`src/rtl/pool_pkg.sv`:
```
// Shared mode encodings and width helpers for the 2x2 pooling stage.
package pool_pkg;

    localparam logic [1:0] POOL_BYPASS = 2'd0;
    localparam logic [1:0] POOL_MAX    = 2'd1;
    localparam logic [1:0] POOL_AVG    = 2'd2;

    function automatic int cfg_width_bits(input int maxw);
        return $clog2(maxw) + 1;
    endfunction

    // A MAXW of 2 still needs a one-bit line-buffer address.
    function automatic int lbuf_addr_bits(input int maxw);
        return (maxw > 2) ? $clog2(maxw / 2) : 1;
    endfunction

endpackage

```
`src/rtl/pool_pe.sv`:
```
// One-channel combiner: max of two values, or their sum widened by one bit.
module pool_pe
    import pool_pkg::*;
#(
    parameter int DW     = 8,
    parameter int SIGNED = 1
) (
    input  logic [1:0]  mode,
    input  logic [DW-1:0] a,
    input  logic [DW-1:0] b,
    output logic [DW:0]   result
);

    logic [DW:0] a_ext;
    logic [DW:0] b_ext;
    logic        a_gt;

    assign a_ext  = {(SIGNED != 0) && a[DW-1], a};
    assign b_ext  = {(SIGNED != 0) && b[DW-1], b};
    assign a_gt   = (SIGNED != 0) ? ($signed(a) > $signed(b)) : (a > b);
    assign result = (mode == POOL_MAX) ? (a_gt ? a_ext : b_ext) : (a_ext + b_ext);

endmodule

```
`src/rtl/pool2x2_stream.sv`:
```
// Streaming 2x2 / stride-2 pooling stage (max, avg, bypass) with ready/valid
// on both sides and a line buffer holding the horizontal results of even rows.
module pool2x2_stream
    import pool_pkg::*;
#(
    parameter int DW     = 8,
    parameter int DN     = 6,
    parameter int MAXW   = 64,
    parameter int SIGNED = 1
) (
    input  logic                            clk,
    input  logic                            rst_n,
    input  logic [cfg_width_bits(MAXW)-1:0] cfg_width,
    input  logic [1:0]                      cfg_mode,
    input  logic                            frame_clr,
    input  logic [DN*DW-1:0]                m_data,
    input  logic                            m_valid,
    output logic                            m_ready,
    output logic [DN*DW-1:0]                s_data,
    output logic                            s_valid,
    input  logic                            s_ready
);

    localparam int CW  = cfg_width_bits(MAXW);
    localparam int AW  = lbuf_addr_bits(MAXW);
    localparam int LBD = 1 << AW;
    localparam int HW  = DW + 1;

    logic [CW-1:0]    col;
    logic             row_ph;
    logic [DN*DW-1:0] h_reg;
    logic [DN*HW-1:0] lbuf [LBD];
    logic [DN*HW-1:0] lb_rd;
    logic [DN*HW-1:0] h_sum;
    logic [DN*DW-1:0] v_out;
    logic [AW-1:0]    lb_idx;
    logic             accept;
    logic             last_col;
    logic             odd_col;
    logic             pooling;
    logic             emit_pool;

    assign m_ready   = !frame_clr && (!s_valid || s_ready);
    assign accept    = m_valid && m_ready;
    assign last_col  = (col == cfg_width - CW'(1));
    assign odd_col   = col[0];
    assign pooling   = (cfg_mode == POOL_MAX) || (cfg_mode == POOL_AVG);
    assign emit_pool = accept && pooling && odd_col && row_ph;
    assign lb_idx    = col[AW:1];
    assign lb_rd     = lbuf[lb_idx];

    for (genvar ch = 0; ch < DN; ch++) begin : g_ch
        logic [DW+1:0] v_res;

        pool_pe #(.DW(DW), .SIGNED(SIGNED)) u_pe_h (
            .mode   (cfg_mode),
            .a      (h_reg[ch*DW +: DW]),
            .b      (m_data[ch*DW +: DW]),
            .result (h_sum[ch*HW +: HW])
        );

        pool_pe #(.DW(HW), .SIGNED(SIGNED)) u_pe_v (
            .mode   (cfg_mode),
            .a      (lb_rd[ch*HW +: HW]),
            .b      (h_sum[ch*HW +: HW]),
            .result (v_res)
        );

        // Dropping the two LSBs of the 4-pixel sum is the floor divide by 4.
        assign v_out[ch*DW +: DW] = (cfg_mode == POOL_MAX) ? v_res[DW-1:0] : v_res[DW+1:2];
    end

    always_ff @(posedge clk) begin
        if (!rst_n || frame_clr) begin
            col    <= '0;
            row_ph <= 1'b0;
            h_reg  <= '0;
        end else if (accept) begin
            col <= last_col ? '0 : col + CW'(1);
            if (last_col) begin
                row_ph <= !row_ph;
            end
            // An even-column last pixel only occurs for odd widths and is dropped.
            if (!odd_col && !last_col) begin
                h_reg <= m_data;
            end
        end
    end

    always_ff @(posedge clk) begin
        if (rst_n && accept && pooling && odd_col && !row_ph) begin
            lbuf[lb_idx] <= h_sum;
        end
    end

    always_ff @(posedge clk) begin
        if (!rst_n) begin
            s_valid <= 1'b0;
            s_data  <= '0;
        end else if (accept && !pooling) begin
            s_valid <= 1'b1;
            s_data  <= m_data;
        end else if (emit_pool) begin
            s_valid <= 1'b1;
            s_data  <= v_out;
        end else if (s_ready) begin
            s_valid <= 1'b0;
        end
    end

endmodule

```
`config.mk`:
```
export PLATFORM = sky130hd
export DESIGN_NAME = pool2x2_stream
export DESIGN_NICKNAME = d
export VERILOG_FILES = /design/src/rtl/pool_pkg.sv /design/src/rtl/pool_pe.sv /design/src/rtl/pool2x2_stream.sv
export SDC_FILE = /design/constraint.sdc
export NUM_CORES = 2
export LEC_CHECK = 0
export CORE_MARGIN = 2
export CORE_UTILIZATION = 45
export CTS_CLUSTER_DIAMETER = 50
export DETAILED_ROUTE_END_ITERATION = 8
export PLACE_DENSITY = 0.57
export SYNTH_ARGS = -nofsm -noshare
export SYNTH_HDL_FRONTEND = slang
export SYNTH_SLANG_ARGS = --single-unit
```
`constraint.sdc`:
```
create_clock -name clk -period 9 [get_ports clk]
set_input_delay 2.7 -clock clk [delete_from_list [all_inputs] [get_ports clk]]
set_output_delay 2.7 -clock clk [all_outputs]
set_load 0.02 [all_outputs]
```
==> impl_metrics.yaml <==
worst_setup_path:
  critPathRequiredTime_ns: 9.72
  worstSetupPathType: "input port to flip-flop"
  critPathMaxFanout: 35
  arrival_ns: 7.73
  cp-end-kind: "flip-flop"
  critPathLaunchType: "input port"
  register_to_register_setup_slack_ns: 3.43
power:
  lkg_pwr_nw: 28.6
  power_frac_seq_pct: 51.2
  clockPowerShare_pct: 43.8
  power_switching_mw: 4.18
  total_power_mw: 18.7
  comb_power_share_pct: 5.0
  switching_share_pct: 22.4
  ir_worst_vdd_mv: 0.183
  power.density_cell_area_nw_per_um2: 209
  cell_internal_power_dissipation_mw: 14.5
global_route:
  grt.total_usage_pct: 24.9
  antenna_found_initial: 10
  grt_first_pass_wirelength_um: 310000
  first_global_vias: 41800
  grt_max_degree: 103
  globalRouteOverflowTotal: 0
timing:
  final_period_utilization_pct: 77.9
  timing_max_transition_violations_final: 0
  finalHoldViolations: 0
  finalSetupViolCount: 0
  tns_ns: 0
  maxSlewHeadroom_pct: 16.6
  rsz0062_at_grt: "false"
  maxClockFrequency_mhz: 143
  worst-slew-pin-transition_ns: 1.25
  finalClockSkew_ns: 0.0375
  final.min_clock_period_ns: 7.01
floorplanning:
  start_util_pct: 45.4
  fp-row-count: 152
  vert_die_dim_um: 420
  floorplan.die_area_um2: 177000
  ios: 112
  die_w_um: 420
  core_um2: 172000
logic_synthesis:
  mapped_nets: 4503
  netlist_instances: 4228
  ys_types: 75
  avgSynthCellArea_um2: 18.5
  synth.cell_area_um2: 78000
  synth_edf_count: 1728
  yosysWarningCount: 0
  async_reset_ff_share_pct: 0
  synth_ff_type: "sky130_fd_sc_hd__edfxtp_1"
  ys_ff_latch: 1838
  synth.yosys.seq_area_share_pct: 69.3
layout:
  regArea_um2: 54100
  nNetsFinal: 4759
  max_ffs_per_register: 1728
  multiInputGateArea_um2: 22600
  fillers: 13800
  layout-drive-gt1-share_pct: 22.4
  flow.area_growth_from_synthesis_pct: 14.6
detailed_routing:
  detail_route.wl_per_cell_um: 31.4
  drt_iter0_markers: 4693
  antenna_left: 0
  route.detailed.vias_per_inst: 6.02
  vias: 41900
  drt_pass1_iterations: 6
  drt_wl_total_um: 219000
  route.detailed.drc: 0
min_path:
  timing.hold.worst.class: "flip-flop to flip-flop"
cts:
  deepest_level_of_the_cts_h_tree: 4
  cts_buffers: 199
  clk_latency_ns: 0.87
  post_cts_buffers: 0
  cts_hold_buf: 0
  cts_root_buffer: "sky130_fd_sc_hd__clkbuf_16"
  tritoncts_clock_tree: "done"
  cts_sinks: 1838
  clkTransAtPathRegs_ns: 0.05
  ctsResizeCount: 0
  clock_tree.buffer_depth: 3
place:
  dp_hpwl_um: 121000
  place.gp.congestion: 0.869
  buffer_ports.inserted: 111
job:
  cap_violations: 0
run_status:
  run_status: "finished, final reports clean"
==> critical path: stages <==
cell and delay, ns:
sky130_fd_sc_hd__clkdlybuf4s50_1 0.57, sky130_fd_sc_hd__inv_1 0.09, sky130_fd_sc_hd__ha_1 0.37, sky130_fd_sc_hd__a21o_1 0.18, sky130_fd_sc_hd__a2111oi_0 0.50, sky130_fd_sc_hd__a211oi_1 0.09
sky130_fd_sc_hd__buf_4 0.19, sky130_fd_sc_hd__or2_0 0.37, sky130_fd_sc_hd__a211oi_1 0.34, sky130_fd_sc_hd__a21oi_2 0.05, sky130_fd_sc_hd__buf_4 0.26, sky130_fd_sc_hd__inv_1 0.09
sky130_fd_sc_hd__ha_1 0.15, sky130_fd_sc_hd__nor2b_1 0.13, sky130_fd_sc_hd__o211ai_1 0.09, sky130_fd_sc_hd__nand3_1 0.08, sky130_fd_sc_hd__a21oi_1 0.06, sky130_fd_sc_hd__o22ai_1 0.63
sky130_fd_sc_hd__nand2b_1 0.24, sky130_fd_sc_hd__o22ai_1 0.09, sky130_fd_sc_hd__a2111oi_0 0.42
==> final timing paths <==
kind,from,to,depth (start not counted)
worst max-delay path,m_data[21],s_data[17],21
worst max register to register,flip-flop,s_data[17],14
worst min register to register,h_reg[16],h_reg[16],2
worst min-delay path,h_reg[16],h_reg[16],2
==> cell families (layout without fill, tap and decap cells) <==
group	after synthesis	count (layout)	synth area share (%)
buf+inv	366	783	2.14
simple gates	545	545	3.22
mux	714	714	16.9
xor+xnor	82	82	0.921
compound gates	470	470	4.05
fa+ha+maj	213	213	3.47
other cells	0	2	0
flops	1838	1838	69.3
==> cells in the final DEF, fill, tap and decap left out, types with 107 or more instances in the layout <==
cell type / instances
sky130_fd_sc_hd__edfxtp_1: 1728
sky130_fd_sc_hd__mux4_2: 476
sky130_fd_sc_hd__ha_1: 206
sky130_fd_sc_hd__nor2_1: 203
sky130_fd_sc_hd__clkbuf_16: 199
sky130_fd_sc_hd__mux2i_1: 181
sky130_fd_sc_hd__inv_1: 170
sky130_fd_sc_hd__a21oi_1: 125
sky130_fd_sc_hd__clkdlybuf4s50_1: 110
sky130_fd_sc_hd__buf_4: 107
==> cell type report <==
| type | instances | area share, % |
|---|---|---|
| diodes | 2 | 0.00560 |
| clock buffers | 244 | 5.76 |
| clock inverters | 118 | 1.61 |
| inverters | 172 | 0.722 |
| multi-input cells | 2024 | 25.3 |
| flip-flops and latches | 1838 | 60.5 |
| well taps | 2310 | 3.23 |
| repair buffers | 249 | 2.83 |
==> per-stage QoR <==
step                hold WS, ns  setup slack (ns)  instances  cell area, um^2  util (%)
finish                    0.531              1.99       6957            89400      52.0
global route              0.567              1.63       6955            89400      52.0
floorplan                 0.491              1.67       4228            78000         -
detailed placement        0.523              1.20       6593            82800      48.2
global placement          0.514              1.36       6593            82800      48.2
CTS                       0.536              2.09       6955            89400      52.0
==> routing by layer <==
metal	track usage, %	share of wire, %	vias to the layer above
li1	-	-	17600
met1	35.4	43	22600
met2	40.7	49	1420
met3	3.45	5.8	291
met4	6.21	2.2	2
met5	0	0.0059	-
==> cells in the mapped netlist, types with 8 or more instances <==
cell / count / area, um^2
sky130_fd_sc_hd__edfxtp_1: 1728 / 51900
sky130_fd_sc_hd__mux4_2: 476 / 10700
sky130_fd_sc_hd__nor2_1: 235 / 882
sky130_fd_sc_hd__ha_1: 207 / 2590
sky130_fd_sc_hd__mux2i_1: 192 / 1920
sky130_fd_sc_hd__inv_1: 171 / 642
sky130_fd_sc_hd__a21oi_1: 132 / 661
sky130_fd_sc_hd__dfxtp_1: 110 / 2200
sky130_fd_sc_hd__nand2_1: 101 / 379
sky130_fd_sc_hd__clkbuf_1: 69 / 259
sky130_fd_sc_hd__o21ai_0: 68 / 340
sky130_fd_sc_hd__xnor2_1: 63 / 552
sky130_fd_sc_hd__buf_2: 60 / 300
sky130_fd_sc_hd__nor3_1: 48 / 240
sky130_fd_sc_hd__mux2_2: 45 / 507
sky130_fd_sc_hd__nand2b_1: 36 / 225
sky130_fd_sc_hd__o22ai_1: 36 / 225
sky130_fd_sc_hd__buf_4: 33 / 248
sky130_fd_sc_hd__nor2b_1: 28 / 175
sky130_fd_sc_hd__o221ai_1: 28 / 245
sky130_fd_sc_hd__nand4_1: 25 / 156
sky130_fd_sc_hd__nand3_1: 24 / 120
sky130_fd_sc_hd__o21bai_1: 21 / 158
sky130_fd_sc_hd__buf_1: 19 / 71.3
sky130_fd_sc_hd__xor2_1: 19 / 166
sky130_fd_sc_hd__a211oi_1: 18 / 135
sky130_fd_sc_hd__a221oi_1: 18 / 158
sky130_fd_sc_hd__a22oi_1: 18 / 135
sky130_fd_sc_hd__o21a_1: 18 / 135
sky130_fd_sc_hd__o211ai_1: 17 / 128
sky130_fd_sc_hd__a2111oi_0: 13 / 114
sky130_fd_sc_hd__a21o_1: 13 / 97.6
sky130_fd_sc_hd__buf_6: 13 / 146
sky130_fd_sc_hd__o31ai_1: 10 / 75.1
sky130_fd_sc_hd__or2_2: 10 / 62.6
sky130_fd_sc_hd__a31oi_1: 9 / 56.3
sky130_fd_sc_hd__and2_1: 9 / 56.3
sky130_fd_sc_hd__nor4_1: 8 / 50.1
==> power groups by stage <==
stage	logic, mW	registers, mW	clock network, mW
final	0.940	9.56	8.19
after global routing	1.03	9.55	8.65
after CTS	0.943	9.56	8.31
after detailed placement	0.939	9.74	0
after global placement	0.923	9.74	0
after floorplan	0.554	9.74	0
(Power assumes the default switching activity.)
